==> config.mk <==
export PLATFORM = sky130hd
export DESIGN_NAME = rec_nibble_serializer
export DESIGN_NICKNAME = d
export VERILOG_FILES = /design/src/rtl/rec_pkg.sv /design/src/rtl/rec_nibble_serializer.sv
export SDC_FILE = /design/constraint.sdc
export NUM_CORES = 1
export LEC_CHECK = 0
export CAP_MARGIN = 30
export CORE_ASPECT_RATIO = 0.8
export CORE_UTILIZATION = 45
export DETAILED_ROUTE_END_ITERATION = 12
export PLACE_DENSITY = 0.84
export SYNTH_ARGS = -nofsm -noshare
export SYNTH_HDL_FRONTEND = slang
export SYNTH_SLANG_ARGS = --single-unit
==> constraint.sdc <==
create_clock -name clk -period 9.65 [get_ports clk]
set_input_delay 1.93 -clock clk [delete_from_list [all_inputs] [get_ports clk]]
set_output_delay 1.93 -clock clk [all_outputs]
set_load 0.03 [all_outputs]
==> src/rtl/rec_pkg.sv <==
// Shared record layout for the packed-record stream and its nibble serializer.
// All geometry constants are derived from the typedefs so a layout change propagates.
package rec_pkg;

    typedef logic [2:7][3:0]        y_arr_t;
    typedef logic [7:2][2:9][1:4]   z_arr_t;

    typedef struct packed {
        y_arr_t y;
    } sy_t;

    // z2 is a flat alias of the same bits; only the z view defines beat order
    typedef union packed {
        z_arr_t                     z;
        logic [$bits(z_arr_t)-1:0]  z2;
    } sz_u;

    typedef struct packed {
        logic       t;
        logic [5:2] x;
        sy_t        sy;
        sz_u        sz;
    } rec_t;

    typedef enum logic [1:0] {
        KIND_HDR = 2'd0,
        KIND_Y   = 2'd1,
        KIND_Z   = 2'd2
    } beat_kind_e;

    typedef enum logic [1:0] {
        ST_IDLE,
        ST_HDR,
        ST_Y,
        ST_Z
    } ser_state_e;

    localparam int REC_W   = $bits(rec_t);
    localparam int Y_BEATS = $size(y_arr_t, 1);
    localparam int Z_BEATS = $size(z_arr_t, 1) * $size(z_arr_t, 2);
    localparam int BEATS   = 1 + Y_BEATS + Z_BEATS;

    localparam logic [3:0] Y_FIRST  = 4'($left(y_arr_t, 1));
    localparam logic [3:0] Y_LAST   = 4'($right(y_arr_t, 1));
    localparam logic [3:0] ZI_FIRST = 4'($left(z_arr_t, 1));
    localparam logic [3:0] ZI_LAST  = 4'($right(z_arr_t, 1));
    localparam logic [3:0] ZJ_FIRST = 4'($left(z_arr_t, 2));
    localparam logic [3:0] ZJ_LAST  = 4'($right(z_arr_t, 2));

endpackage

==> src/rtl/rec_nibble_serializer.sv <==
// Serializes one packed rec_t into 4-bit beats: header, y elements, then z elements,
// each tagged with its kind and real array indices.
module rec_nibble_serializer
    import rec_pkg::*;
#(
    parameter int SKIP_Z = 0
) (
    input  logic             clk,
    input  logic             rst_n,
    input  logic             in_valid,
    output logic             in_ready,
    input  logic [REC_W-1:0] in_rec,
    output logic             out_valid,
    input  logic             out_ready,
    output logic [3:0]       out_data,
    output logic [1:0]       out_kind,
    output logic             out_t,
    output logic [3:0]       out_i,
    output logic [3:0]       out_j,
    output logic             out_last
);

    ser_state_e        state_q, state_d;
    logic [5:0]        k_q, k_d;
    logic [3:0]        i_q, i_d;
    logic [3:0]        j_q, j_d;
    logic [REC_W-1:0]  hold_q;
    logic              fire;
    logic              accept;
    logic              finish;

    // Beat order is MSB-first nibble order below t, so one indexed select covers every beat
    logic [BEATS-1:0][3:0] nibs;
    assign nibs = hold_q[REC_W-2:0];

    assign out_valid = (state_q != ST_IDLE);
    assign fire      = out_valid && out_ready;
    assign out_last  = ((state_q == ST_Z) && (i_q == ZI_LAST) && (j_q == ZJ_LAST)) ||
                       ((SKIP_Z != 0) && (state_q == ST_Y) && (i_q == Y_LAST));
    assign in_ready  = (state_q == ST_IDLE) || (out_last && fire);
    assign accept    = in_valid && in_ready;

    assign out_data  = out_valid ? nibs[6'(BEATS - 1) - k_q] : 4'd0;
    assign out_t     = (state_q == ST_HDR) ? hold_q[REC_W-1] : 1'b0;
    assign out_i     = ((state_q == ST_Y) || (state_q == ST_Z)) ? i_q : 4'd0;
    assign out_j     = (state_q == ST_Z) ? j_q : 4'd0;

    always_comb begin
        out_kind = KIND_HDR;
        unique case (state_q)
            ST_Y:    out_kind = KIND_Y;
            ST_Z:    out_kind = KIND_Z;
            default: out_kind = KIND_HDR;
        endcase
    end

    always_comb begin
        state_d = state_q;
        k_d     = k_q;
        i_d     = i_q;
        j_d     = j_q;
        finish  = 1'b0;
        unique case (state_q)
            ST_IDLE: state_d = state_q;
            ST_HDR: begin
                if (fire) begin
                    state_d = ST_Y;
                    k_d     = k_q + 6'd1;
                    i_d     = Y_FIRST;
                end
            end
            ST_Y: begin
                if (fire) begin
                    if (i_q == Y_LAST) begin
                        if (SKIP_Z != 0) begin
                            finish = 1'b1;
                        end else begin
                            state_d = ST_Z;
                            k_d     = k_q + 6'd1;
                            i_d     = ZI_FIRST;
                            j_d     = ZJ_FIRST;
                        end
                    end else begin
                        k_d = k_q + 6'd1;
                        i_d = i_q + 4'd1;
                    end
                end
            end
            ST_Z: begin
                if (fire) begin
                    if (out_last) begin
                        finish = 1'b1;
                    end else if (j_q == ZJ_LAST) begin
                        k_d = k_q + 6'd1;
                        j_d = ZJ_FIRST;
                        i_d = i_q - 4'd1;
                    end else begin
                        k_d = k_q + 6'd1;
                        j_d = j_q + 4'd1;
                    end
                end
            end
            default: state_d = ST_IDLE;
        endcase
        if (finish) begin
            state_d = ST_IDLE;
            k_d     = 6'd0;
            i_d     = 4'd0;
            j_d     = 4'd0;
        end
        // A new record may be taken on the last beat of the previous one
        if (accept) begin
            state_d = ST_HDR;
            k_d     = 6'd0;
            i_d     = 4'd0;
            j_d     = 4'd0;
        end
    end

    always_ff @(posedge clk) begin
        if (!rst_n) begin
            state_q <= ST_IDLE;
            k_q     <= 6'd0;
            i_q     <= 4'd0;
            j_q     <= 4'd0;
        end else begin
            state_q <= state_d;
            k_q     <= k_d;
            i_q     <= i_d;
            j_q     <= j_d;
        end
    end

    // Holding register is data only; it is frozen except on an input handshake
    always_ff @(posedge clk) begin
        if (accept) begin
            hold_q <= in_rec;
        end
    end

endmodule

# After elaboration in Yosys (flattened, before gate mapping)
# Cells that the tools add are included.
totals:
  elab_cells: 83
  reg_bits: 237
op_classes:
  order_cmp: 1
  eq_ne: 16
  mux: 33
  reduce_logical: 21
  addsub: 5
  bitwise: 1
op_table:
  columns: ["cell", "count"]
  rows:
  - ["2-to-1 mux 4 bit", 15]
  - ["binary-select mux 4 bit (select 6 bit)", 1]
  - ["2-to-1 mux 6 bit", 3]
  - ["case mux 4 bit (3 select lines)", 1]
  - ["case mux 6 bit (2 select lines)", 1]
  - ["AND reduction 4 bit", 3]
  - ["adder 4 x 1 -> 4 bit (second input constant)", 2]
  - ["!= test 2 bit (second input constant)", 4]
  - ["!= test 4 bit (second input constant)", 2]
  - ["case mux 2 bit (2 select lines)", 2]
  - ["case mux 4 bit (2 select lines)", 1]
  - ["nonzero test 2 bit", 4]
  - ["< comparator 6 x 7 -> 1 bit (second input constant)", 1]
  - ["adder 6 x 1 -> 6 bit (second input constant)", 1]
  - ["2-to-1 mux 1 bit", 6]
  - ["2-to-1 mux 2 bit", 3]
  - ["!= test 2 x 1 -> 1 bit (second input constant)", 3]
  - ["AND reduction 6 bit", 1]
  - ["subtractor 6 bit (first input constant)", 1]
  - ["logical AND 1 bit", 5]
  - ["AND reduction 5 bit", 1]
  - ["== test 2 bit (second input constant)", 2]
  - ["== test 4 x 2 -> 1 bit (second input constant)", 1]
  - ["== test 4 x 3 -> 1 bit (second input constant)", 1]
  - ["other kinds (11)", 12]

# Logic depth before layout (Yosys ltp)
depth:
  depth_word: 8
  ltp_mapped: 10
  mapped_depth_nobuf: 8

# Worst setup path before layout
# OpenSTA, ideal clock, no wires.
synth_timing:
  kind: "input port to flip-flop"
  startpoint: "input out_ready"
  endpoint: "register hold_q[0] (enable)"
  setup_slack_ns: 1.417
  stages: 4
  arrival_time_ns: 7.624
  cell_sequence: "nor2b_1 -> nand2_1 -> nand2_1 -> and2_1"
synth_via:
  elab_chain_cells: 4
synth_lines:
  columns: ["item", "line", "text"]
  rows:
  - ["from (decl)", "rec_nibble_serializer.sv:14", "input logic out_ready,"]
  - ["logical AND 1 bit", "rec_nibble_serializer.sv:37", "assign fire = out_valid && out_ready;"]
  - ["logical AND 1 bit", "rec_nibble_serializer.sv:40", "assign in_ready = (state_q == ST_IDLE) || (out_last && fire);"]
  - ["logical OR 1 bit", "rec_nibble_serializer.sv:40", null]
  - ["named net in_ready", "rec_nibble_serializer.sv:11", "output logic in_ready,"]
  - ["logical AND 1 bit", "rec_nibble_serializer.sv:41", "assign accept = in_valid && in_ready;"]
  - ["named net accept", "rec_nibble_serializer.sv:29", "logic accept;"]
  - ["to (signal assigned)", "rec_nibble_serializer.sv:137", "hold_q <= in_rec;"]
  - ["to (decl)", "rec_nibble_serializer.sv:27", "logic [REC_W-1:0] hold_q;"]
# The timed path passes the listed nets, and every way through them passes these cells.
# A chain may end at the register's enable or synchronous reset.

# Worst setup path in the final report
layout_timing:
  startpoint: "register k_q[0]"
  endpoint: "output out_data[3]"
layout_via:
  elab_chain_cells: 4
layout_lines:
  columns: ["item", "line", "text"]
  rows:
  - ["from (decl)", "rec_nibble_serializer.sv:24", "logic [5:0] k_q, k_d;"]
  - ["from (signal assigned)", "rec_nibble_serializer.sv:128", "k_q <= k_d;"]
  - ["subtractor 6 bit", "rec_nibble_serializer.sv:43", "assign out_data = out_valid ? nibs[6'(BEATS - 1) - k_q] : 4'd0;"]
  - ["binary-select mux 4 bit (select 6 bit)", "rec_nibble_serializer.sv:43", null]
  - ["2-to-1 mux 4 bit (not written as such)", "rec_nibble_serializer.sv:43", null]
  - ["2-to-1 mux 4 bit", "rec_nibble_serializer.sv:43", null]
  - ["to (decl)", "rec_nibble_serializer.sv:15", "output logic [3:0] out_data,"]
# Every way passes these cells. The select of a mux whose other input is x is not followed.

==> metrics.md <==
| Metric | Value |
|---|---|
| Status | `finished clean` |
| Synth Area in XOR/XNOR | `2.03%` |
| Die H | `134 µm` |
| Fin util | `61.5%` |
| Number of synthesized register bits | `roughly 240` |
| Ports | `243` |
| Slew headroom | `between 30% and 40%` |
| Largest net degree at the start of global routing | `83` |
| Mapped Nets | `779` |
| Placed insts | `1,038` |
| Antenna diodes | `0` |
| Crit-path cells | `ha_2, buf_4, mux4_2, nand2_1, a32oi_1, o221ai_1, a211oi_1, clkdlybuf4s50_1` |
| Area grow syn2layout | `34.4%` |
| Max Root-Sink Buffers | `3` |
| Worst path required time | `~7.7 ns` |
| HP Class | `register to register` |
| Final wirelength | `approximately 23 mm` |
| Crit start category | `register` |
| Main combinational cell family by area after synthesis | `multiplexers` |
| Vias | `5,845` |
| Post-synthesis mux area share | `between 10 and 15%` |
| Clock Sinks | `roughly 240` |
| Synth top area share | `around 67%` |
| Cells after synthesis | `541` |
| Crit. End Element | `output port` |
| Crit path max-delay family | `buffers and inverters` |
| Count of different cell masters after synthesis | `63` |
| Antenna violations before repair | `0` |
| Critical Path AT | `4.18 ns` |
| Bufs and invs on worst path | `2` |
| Final net count | `between 1,000 and 1,500` |
| Ys async rst share | `0%` |
| Worst skew pair latency | `0.53 ns` |
| Die area | `22,500 µm²` |
| Dominant cell type by area after synthesis | `edfxtp_1` |
| Htree depth | `1` |
| R2r endpoint | `hold_q[16]` |
| CP max stage delay | `0.75 ns` |
| Cts repair resizes | `0` |
| Detailed placement HPWL | `between 15 and 20 mm` |
| Max Freq | `164 MHz` |
| Most used DFF post-synth | `edfxtp_1` |
| Ranking of synthesized cells by area | `edfxtp_1, mux4_2, dfxtp_1` |
| Post-Syn Area | `9870 µm²` |
| CTS tree | `done` |
| Wire length per cell | `20.8 µm` |
| Fin cells | `1,083` |
| Max VDD drop | `between 0.00015 and 0.0002 V` |
| Core Box Area | `21,600 µm²` |
| Row count | `48` |
| Slowest-stage cell, CP | `clkdlybuf4s50_1` |
| Area of the multi-input gates | `2700 µm²` |
| Register Area | `6960 µm²` |
| Setup Viol. Count Final | `0` |
| Chip width | `168 µm` |
| Starting Density | `a little under half` |
| Leakage | `roughly 4.4 nW` |
| RSZ-0062 raised after global routing | `false` |
| Clock Skew | `0.0206 ns` |
| Levels on crit path | `8` |
| Crit-path max FO | `50` |
| Post-CTS setup buffers | `0` |
| Total Routing Usage GR | `20.3%` |
| First-pass GRT wire length | `approximately 34 mm` |
| Beginning of the worst hold path | `j_q[3]` |
| DR vias/cell | `5.40` |
| IO Port Bufs | `242` |
| Setup TNS | `0 ns` |
| Worst hold stages | `2` |
| # DRC | `0` |
| GRT overflow | `0` |
| Syn_area_per_cell | `18.3 µm²` |
| EDFF count, synth | `221` |
| Count of final hold-check violations | `0` |
| Compound-Gate Fraction of Synth Area | `4.22%` |
| Fin Hold WS | `0.521 ns` |
| Sequential area share after synthesis | `70.5%` |
| Global placer's final weighted congestion | `0.799` |
| Total CTS buffers | `25` |
| Max Transition Viols Final | `0` |
| FF-to-FF Start | `state_q[1]` |
| Post-Synth Simple-Gate Area | `5.97%` |
| Post-route antenna net violation count | `0` |
| # fillers | `1,524` |
| Reg2Reg Setup Slack | `5.70 ns` |
| Vias in the first global route | `6,012` |
| Final Critical Period | `6.11 ns` |
| Max-cap violations | `0` |
| Adder-cell area share of the yosys netlist | `1.65%` |
| DR pass1 iterations | `5` |
| Synth Warn # | `0` |
| Worst R2R Path Depth | `7` |
| Final period utilization | `between 60 and 70%` |
| Kind of critical path | `register to output port` |
| CTS clk-pin slew, worst paths | `roughly 0.06 ns` |
| # hold bufs at CTS | `0` |
| Initial DRC Count | `641` |
| Worst-Margin Slew | `between 0.9 and 1 ns` |
| Cell Pwr Density | `235 nW/µm²` |
| Buffer type at the clock tree root | `clkbuf_16` |
| Layout cell share with drive strength beyond 1 | `13.7%` |
| Hold endpoint | `j_q[3]` |
-- flip-flops by register name, summed over array words and instances (netlist names) --
name and cells:
k_q 6, hold_q 221, j_q 4, state_q 2
i_q 4
-- cells in the mapped netlist (7+ instances only) --
| cell | instances |
|---|---|
| a21oi_1 | 15 |
| buf_2 | 12 |
| dfxtp_1 | 16 |
| edfxtp_1 | 221 |
| ha_1 | 13 |
| inv_1 | 7 |
| mux2i_1 | 15 |
| mux4_2 | 52 |
| nand2_1 | 47 |
| nand3_1 | 11 |
| nor2_1 | 21 |
| o21ai_0 | 10 |
-- worst max path at each step --
stage / startpoint / to
floorplan: out_ready / hold_q[0]
global placement: k_q[0] / out_data[3]
detailed placement: k_q[0] / out_data[3]
CTS: k_q[0] / out_data[3]
global route: k_q[0] / out_data[3]
finish: k_q[0] / out_data[3]
-- per-layer routing --
layer	track usage [%]	share of wire (%)	vias up
li1	-	-	2667
met1	27.4	42	2868
met2	33.5	48	265
met3	3.72	6.6	45
met4	7.08	3.1	0
met5	0	0	-
-- final cells by class --
cell class | count | share of cell area (%)
repair buffers | 246 | 18.5
multi-input cells | 272 | 20.3
well taps | 275 | 2.59
flip-flops and latches | 237 | 52.5
inverters | 8 | 0.226
clock inverters | 17 | 1.13
clock buffers | 28 | 4.80
-- report_power, final --
group	switching (mW)	total, mW	internal [mW]
clock	0.387	0.918	0.531
sequential	0.0791	1.50	1.43
combinational	0.386	0.699	0.313
total	0.853	3.12	2.27
-- through the flow --
| stage | setup WS (ns) | total power [mW] | cell area [µm²] |
|---|---|---|---|
| 2_1_floorplan | 1.42 | 2.01 | 9870 |
| 3_3_place_gp | 4.02 | 2.21 | 12500 |
| 3_5_place_dp | 3.98 | 2.24 | 12500 |
| 4_1_cts | 3.41 | 3.16 | 13300 |
| 5_1_grt | 3.30 | 3.26 | 13300 |
| 6_report | 3.54 | 3.12 | 13300 |
-- logic make-up (layout without fill, tap and decap cells) --
kind of cell,after synthesis,after routing
flops,237,237
simple gates,118,118
mux,67,67
compound gates,61,61
buf+inv,32,299
fa+ha+maj,13,13
xor+xnor,13,13
-- cells in the final DEF, fill, tap and decap left out, types with 3 or more instances in the layout --
cell type        synthesis  routed
clkdlybuf4s50_1          0     242
edfxtp_1               221     221
mux4_2                  52      52
nand2_1                 47      47
clkbuf_16                0      25
nor2_1                  21      21
mux2i_1                 15      15
a21oi_1                 15      15
dfxtp_1                 16      15
ha_1                    13      12
nand3_1                 11      11
o21ai_0                 10      10
inv_1                    7       7
clkinv_2                 0       7
nor3_1                   6       6
a211oi_1                 6       6
and2_1                   6       5
clkinv_1                 0       5
xor2_1                   4       4
nor2b_1                  4       4
buf_4                    1       4
xnor2_2                  3       3
nand4_1                  3       3
a32oi_1                  3       3
o221ai_1                 3       3
a22oi_1                  3       3
o22ai_1                  3       3
clkbuf_1                 1       3
-- worst min-delay path: stages (launching register included) --
cell	delay [ns]
dfxtp_1	0.33
o21ai_0	0.08
a21oi_1	0.06
Note: power is estimated with default switching activity, not from simulation.
